==> src/rtl/arith_factor_engine_pkg.sv <==
// Shared definitions for the factor engine: mode codes, FSM states and default width.
package arith_factor_engine_pkg;

  localparam int DEFAULT_WIDTH = 16;

  typedef enum logic [1:0] {
    MODE_TOTIENT = 2'd0,
    MODE_LPF     = 2'd1,
    MODE_OMEGA   = 2'd2,
    MODE_RSVD    = 2'd3
  } mode_t;

  typedef enum logic [2:0] {
    ST_IDLE   = 3'd0,
    ST_CHECK  = 3'd1,
    ST_DIV    = 3'd2,
    ST_UPD    = 3'd3,
    ST_FINISH = 3'd4
  } state_t;

endpackage

==> src/rtl/arith_factor_engine_divider.sv <==
// Restoring sequential divider: one quotient bit per cycle, WIDTH cycles after a go pulse.
module seq_divider #(
  parameter int WIDTH = 16
) (
  input  logic             clk,
  input  logic             rst,
  input  logic             go,
  input  logic [WIDTH-1:0] dividend,
  input  logic [WIDTH-1:0] divisor,
  output logic             ready,
  output logic [WIDTH-1:0] quotient,
  output logic [WIDTH-1:0] remainder
);

  localparam int CNT_W = $clog2(WIDTH + 1);

  logic [WIDTH-1:0] quot;
  logic [WIDTH-1:0] rem;
  logic [WIDTH-1:0] dvsr;
  logic [CNT_W-1:0] cnt;
  logic [WIDTH:0]   remShift;
  logic [WIDTH:0]   remDiff;
  logic             fits;

  always_comb begin
    remShift = {rem, quot[WIDTH-1]};
    remDiff  = remShift - {1'b0, dvsr};
    fits     = (remShift >= {1'b0, dvsr});
  end

  always_ff @(posedge clk or posedge rst) begin
    if (rst) begin
      quot <= '0;
      rem  <= '0;
      dvsr <= '0;
      cnt  <= '0;
    end else if (go) begin
      quot <= dividend;
      rem  <= '0;
      dvsr <= divisor;
      cnt  <= CNT_W'(WIDTH);
    end else if (cnt != '0) begin
      // Partial remainder is always below the divisor, so the low WIDTH bits suffice.
      rem  <= fits ? remDiff[WIDTH-1:0] : remShift[WIDTH-1:0];
      quot <= {quot[WIDTH-2:0], fits};
      cnt  <= cnt - CNT_W'(1);
    end
  end

  assign ready     = (cnt == '0);
  assign quotient  = quot;
  assign remainder = rem;

endmodule

==> src/rtl/arith_factor_engine.sv <==
// Trial-division number-theory engine: totient, largest prime factor, or distinct-prime count.
module arith_factor_engine
  import arith_factor_engine_pkg::*;
#(
  parameter int WIDTH = DEFAULT_WIDTH
) (
  input  logic             doubleClk,
  input  logic             rst,
  input  logic             start,
  input  logic [1:0]       mode,
  input  logic [WIDTH-1:0] inputLine,
  output logic [WIDTH-1:0] outputLine,
  output logic             busy,
  output logic             done,
  output logic             valid,
  output logic             err
);

  state_t           state;
  state_t           nextState;
  mode_t            modeQ;
  logic [WIDTH-1:0] m;
  logic [WIDTH-1:0] d;
  logic [WIDTH-1:0] acc;
  logic [WIDTH-1:0] lastp;
  logic [WIDTH-1:0] finAcc;
  logic [2*WIDTH-1:0] dSq;
  logic             errCase;
  logic             finishNow;
  logic             divGo;
  logic             divReady;
  logic [WIDTH-1:0] divQuot;
  logic [WIDTH-1:0] divRem;

  // Fold a freshly found prime factor p into the running result.
  function automatic logic [WIDTH-1:0] updAcc(input mode_t md, input logic [WIDTH-1:0] a,
                                              input logic [WIDTH-1:0] p,
                                              input logic [WIDTH-1:0] lp);
    logic [2*WIDTH-1:0] prod;
    logic [WIDTH-1:0]   f;
    f    = (p == lp) ? p : p - WIDTH'(1);
    prod = (2*WIDTH)'(a) * (2*WIDTH)'(f);
    case (md)
      MODE_TOTIENT: updAcc = prod[WIDTH-1:0];
      MODE_LPF:     updAcc = p;
      MODE_OMEGA:   updAcc = (p != lp) ? a + WIDTH'(1) : a;
      default:      updAcc = a;
    endcase
  endfunction

  seq_divider #(.WIDTH(WIDTH)) u_div (
    .clk       (doubleClk),
    .rst       (rst),
    .go        (divGo),
    .dividend  (m),
    .divisor   (d),
    .ready     (divReady),
    .quotient  (divQuot),
    .remainder (divRem)
  );

  always_comb begin
    dSq       = (2*WIDTH)'(d) * (2*WIDTH)'(d);
    errCase   = (modeQ == MODE_RSVD) || (m == '0);
    finishNow = errCase || (dSq > (2*WIDTH)'(m));
    finAcc    = acc;
    if (errCase)
      finAcc = '0;
    else if (m > WIDTH'(1))
      finAcc = updAcc(modeQ, acc, m, lastp);
  end

  always_ff @(posedge doubleClk or posedge rst) begin
    if (rst) state <= ST_IDLE;
    else     state <= nextState;
  end

  always_comb begin
    nextState = state;
    case (state)
      ST_IDLE:   if (start) nextState = ST_CHECK;
      ST_CHECK:  nextState = finishNow ? ST_FINISH : ST_DIV;
      ST_DIV:    if (divReady) nextState = ST_UPD;
      ST_UPD:    nextState = ST_CHECK;
      ST_FINISH: nextState = ST_IDLE;
      default:   nextState = ST_IDLE;
    endcase
  end

  always_comb begin
    divGo = (state == ST_CHECK) && !finishNow;
  end

  always_ff @(posedge doubleClk or posedge rst) begin
    if (rst) begin
      m          <= '0;
      d          <= '0;
      acc        <= '0;
      lastp      <= '0;
      modeQ      <= MODE_TOTIENT;
      outputLine <= '0;
      busy       <= 1'b0;
      done       <= 1'b0;
      valid      <= 1'b0;
      err        <= 1'b0;
    end else begin
      done <= 1'b0;
      case (state)
        ST_IDLE: if (start) begin
          m          <= inputLine;
          d          <= WIDTH'(2);
          lastp      <= '0;
          acc        <= (mode_t'(mode) == MODE_OMEGA) ? '0 : WIDTH'(1);
          modeQ      <= mode_t'(mode);
          outputLine <= '0;
          valid      <= 1'b0;
          err        <= 1'b0;
          busy       <= 1'b1;
        end
        ST_UPD: begin
          // d stays put after a hit so repeated factors are divided out in turn.
          if (divRem == '0) begin
            m     <= divQuot;
            acc   <= updAcc(modeQ, acc, d, lastp);
            lastp <= d;
          end else begin
            d <= (d == WIDTH'(2)) ? WIDTH'(3) : d + WIDTH'(2);
          end
        end
        ST_FINISH: begin
          outputLine <= finAcc;
          err        <= errCase;
          done       <= 1'b1;
          valid      <= 1'b1;
          busy       <= 1'b0;
        end
        default: ;
      endcase
    end
  end

endmodule

==> config.mk <==
export PLATFORM = sky130hd
export DESIGN_NAME = arith_factor_engine
export DESIGN_NICKNAME = d
export VERILOG_FILES = /design/src/rtl/arith_factor_engine_pkg.sv /design/src/rtl/arith_factor_engine_divider.sv /design/src/rtl/arith_factor_engine.sv
export SDC_FILE = /design/constraint.sdc
export NUM_CORES = 2
export LEC_CHECK = 0
export CAP_MARGIN = 20
export CORE_MARGIN = 5
export CORE_UTILIZATION = 40
export CTS_BUF_LIST = sky130_fd_sc_hd__clkbuf_4
export DETAILED_ROUTE_END_ITERATION = 10
export DONT_BUFFER_PORTS = 1
export GPL_ROUTABILITY_DRIVEN = 0
export SYNTH_ARGS = -nofsm -noshare
export SYNTH_HDL_FRONTEND = slang
export SYNTH_SLANG_ARGS = --single-unit
==> constraint.sdc <==
create_clock -name doubleClk -period 14.5 [get_ports doubleClk]
set_input_delay 2.9 -clock doubleClk [delete_from_list [all_inputs] [get_ports doubleClk]]
set_output_delay 2.9 -clock doubleClk [all_outputs]
set_load 0.05 [all_outputs]
==> out/metrics.csv <==
metric,value,unit
Ys Warns,0,
first-pass GRT wire length,113000,um
Area Growth Syn to Fin,3.83,%
Post-synth top flop,dfrtp_1,
met3 usage in global routing,0.0270,
R2R depth,34,
"Distinct cells, synth",89,
Syn Std Cell Area,25000,um2
met1 Resource Use GR,0.272,
Final Hold Fails,0,
register bit total from synthesis,142,
Horiz. Die Dim,260,um
initial antenna violation count,2,
row cnt,91,
worst min path class,reg2reg,
Ports,41,
run status,"complete, no violations",
Core Region,61800,um2
number of enable flip-flop cells after synthesis,0,
Pleak,13.3,nW
fin crit share,0.661,
register area share after synthesis,0.142,
Pint,1.56,mW
Syn Nets,3499,
clock root cell,clkbuf_4,
Critical Path Source Type,flop,
"delay-heaviest family, CP",adder cells,
minimum clock period,9580,ps
IO Port Bufs,0,
"CTS clk-pin slew, worst paths",160,ps
critical path type,reg2reg,
Worst Path Required,15010,ps
largest net degree at the start of global routing,88,
setup TNS,0,ps
CP Depth,34,
via count,19624,
CTS tree,done,
Worst-Margin Slew,1170,ps
Post-CTS Setup Inserts,0,
cell taking the most area after synthesis,fa_1,
final setup violation count,0,
post-synthesis average cell area,8.60,um2
post-CTS resize count,0,
CP Launch Point,d[8],
ys async rst share,1.00,
clock sinks,142,
Pwr per Cell Area,134,nW/um2
RSZ-0062 raised after global routing,false,
1st-iter DRT viols,1514,
CTS Buffer Depth,2,
worst r2r src,d[8],
Fmax,0.104,GHz
Clock Latency Late Sink,620,ps
power share of the sequential group,0.218,
# H-tree levels,4,
Worst EP arrival,10090,ps
R2R Setup Slk,4920,ps
crit path capture type,flop,
Die Area,67600,um2
Max Clock Skew,39.6,ps
Starting Density,0.404,
routed len/inst,18.8,um
Slew Limit Fails,0,
most used routing layer,met2,
DR DRC count,0,
CP peak stage delay,920,ps
die height,260,um
Final ANT Viol Nets,0,
critical path peak fanout,25,
# nets final,3417,
Synth top area share,0.259,
Reg-to-Reg End,u_div.dvsr[0],
clock power share,0.073,
crit path buf inv count,8,
worst setup path endpoint,u_div.dvsr[0],
GRT Total Usage,0.209,
GR Util met2,0.363,
worst vdd ir,97.2,uV
Hold Worst Slack,530,ps
Combinational Power Share,0.710,
commonest cells in the netlist,"inv_1 (510), nand2_1 (401), fa_1 (323), ha_1 (251), nor2_1 (156)",
CTS Hold Bufs,0,
Post-Synthesis Cells,2904,
first-pass iteration count of the detailed router,8,
Area contributors post-synth,"fa_1 (26%), dfrtp_1 (14%), ha_1 (13%)",
Worst slew margin,0.217,
vias per inst,5.34,
Max Cap Viol,0,
vias in the first global route,20608,
DRT Wirelength,69200,um
layout cells sized above 1,0.0476,
NetSw,1.91,mW
top-count cell post-synth,inv_1,
Sw Share,0.550,
Num CTS Buffers,17,
Slowest cell on crit path,dfrtp_1,
HPWL Detailed,54100,um
GRT overflow,0,
## worst reg2reg max path, delay by kind of cell, from the launching register on
| kind | cells | cell delay [ps] |
|---|---|---|
| mux | 1 | 400 |
| fa+ha+maj | 8 | 3250 |
| compound gates | 5 | 1000 |
| xor+xnor | 1 | 90 |
| simple gates | 11 | 2620 |
| flops | 1 | 920 |
| buf+inv | 8 | 1190 |
## routing by layer
metal | wire, um | vias up
met1 | 28800 | 9814
met4 | 2290 | 0
met3 | 3850 | 157
met2 | 34300 | 613
met5 | 0 | -
li1 | - | 9040
## cell type report
type	instances	area (um2)
tap	837	1050
inverter	521	1960
multi-input combinational	2089	18700
sequential	142	3550
fill	6129	35900
timing repair buffer	51	410
antenna	3	7.51
clock inverter	14	121
clock buffer	17	128
## cell usage in the layout, fill, tap and decap left out, drive strengths merged, types with 27 or more instances in the layout
| cell | instances |
|---|---|
| dfrtp | 142 |
| xnor2 | 155 |
| inv | 513 |
| a21oi | 75 |
| fa | 323 |
| nand2 | 401 |
| xor2 | 32 |
| a31oi | 27 |
| ha | 251 |
| and2 | 120 |
| mux2i | 60 |
| nor2 | 156 |
| buf | 51 |
| nand4 | 27 |
| o21ai | 106 |
| nand3 | 30 |
## per-stage QoR
step | total power [mW] | cells | instance area (um2) | util | setup WS [ps]
finish | 3.48 | 3674 | 25900 | 0.420 | 4920
global route | 3.78 | 3672 | 25900 | 0.419 | 4300
CTS | 3.47 | 3669 | 25900 | 0.419 | 4920
detailed placement | 3.19 | 3638 | 25700 | 0.415 | 4960
global placement | 3.12 | 3634 | 25600 | 0.414 | 5210
floorplan | 2.47 | 2904 | 25000 | - | 6220
## cells by family after synthesis
group | after synthesis | share of synthesized area
AND/OR/NAND/NOR | 876 | 0.165
buffers and inverters | 673 | 0.110
adder cells (fa/ha/maj) | 574 | 0.385
AO/OA/AOI/OAI | 379 | 0.100
XOR/XNOR | 191 | 0.0704
flip-flops | 142 | 0.142
multiplexers | 69 | 0.0287
## how the worst min path moves through the flow
stage / start / endpoint / slack, ps / cells after the start
after floorplan: u_div.dvsr[15] / u_div.dvsr[15] / 480 / 1
after global placement: u_div.dvsr[15] / u_div.dvsr[15] / 490 / 1
after detailed placement: u_div.dvsr[4] / u_div.dvsr[4] / 500 / 1
after CTS: u_div.dvsr[14] / u_div.dvsr[14] / 540 / 1
after global routing: u_div.dvsr[14] / u_div.dvsr[14] / 540 / 1
final: u_div.dvsr[15] / u_div.dvsr[15] / 530 / 1
## sequential cells by signal, summed over array words and instances (netlist names)
name / cells
lastp: 16
outputLine: 16
u_div.cnt: 5
modeQ: 2
busy: 1
done: 1
u_div.dvsr: 16
acc: 16
m: 16
state: 3
u_div.quotient: 16
valid: 1
err: 1
u_div.remainder: 16
d: 16
## power by group through the flow
stage	combinational [mW]	sequential, mW	clock [mW]
3_5_place_dp	2.43	0.760	0
4_1_cts	2.45	0.752	0.259
5_1_grt	2.74	0.773	0.272
3_3_place_gp	2.37	0.758	0
6_report	2.47	0.757	0.252
2_1_floorplan	1.86	0.617	0
(Power assumes the default switching activity.)
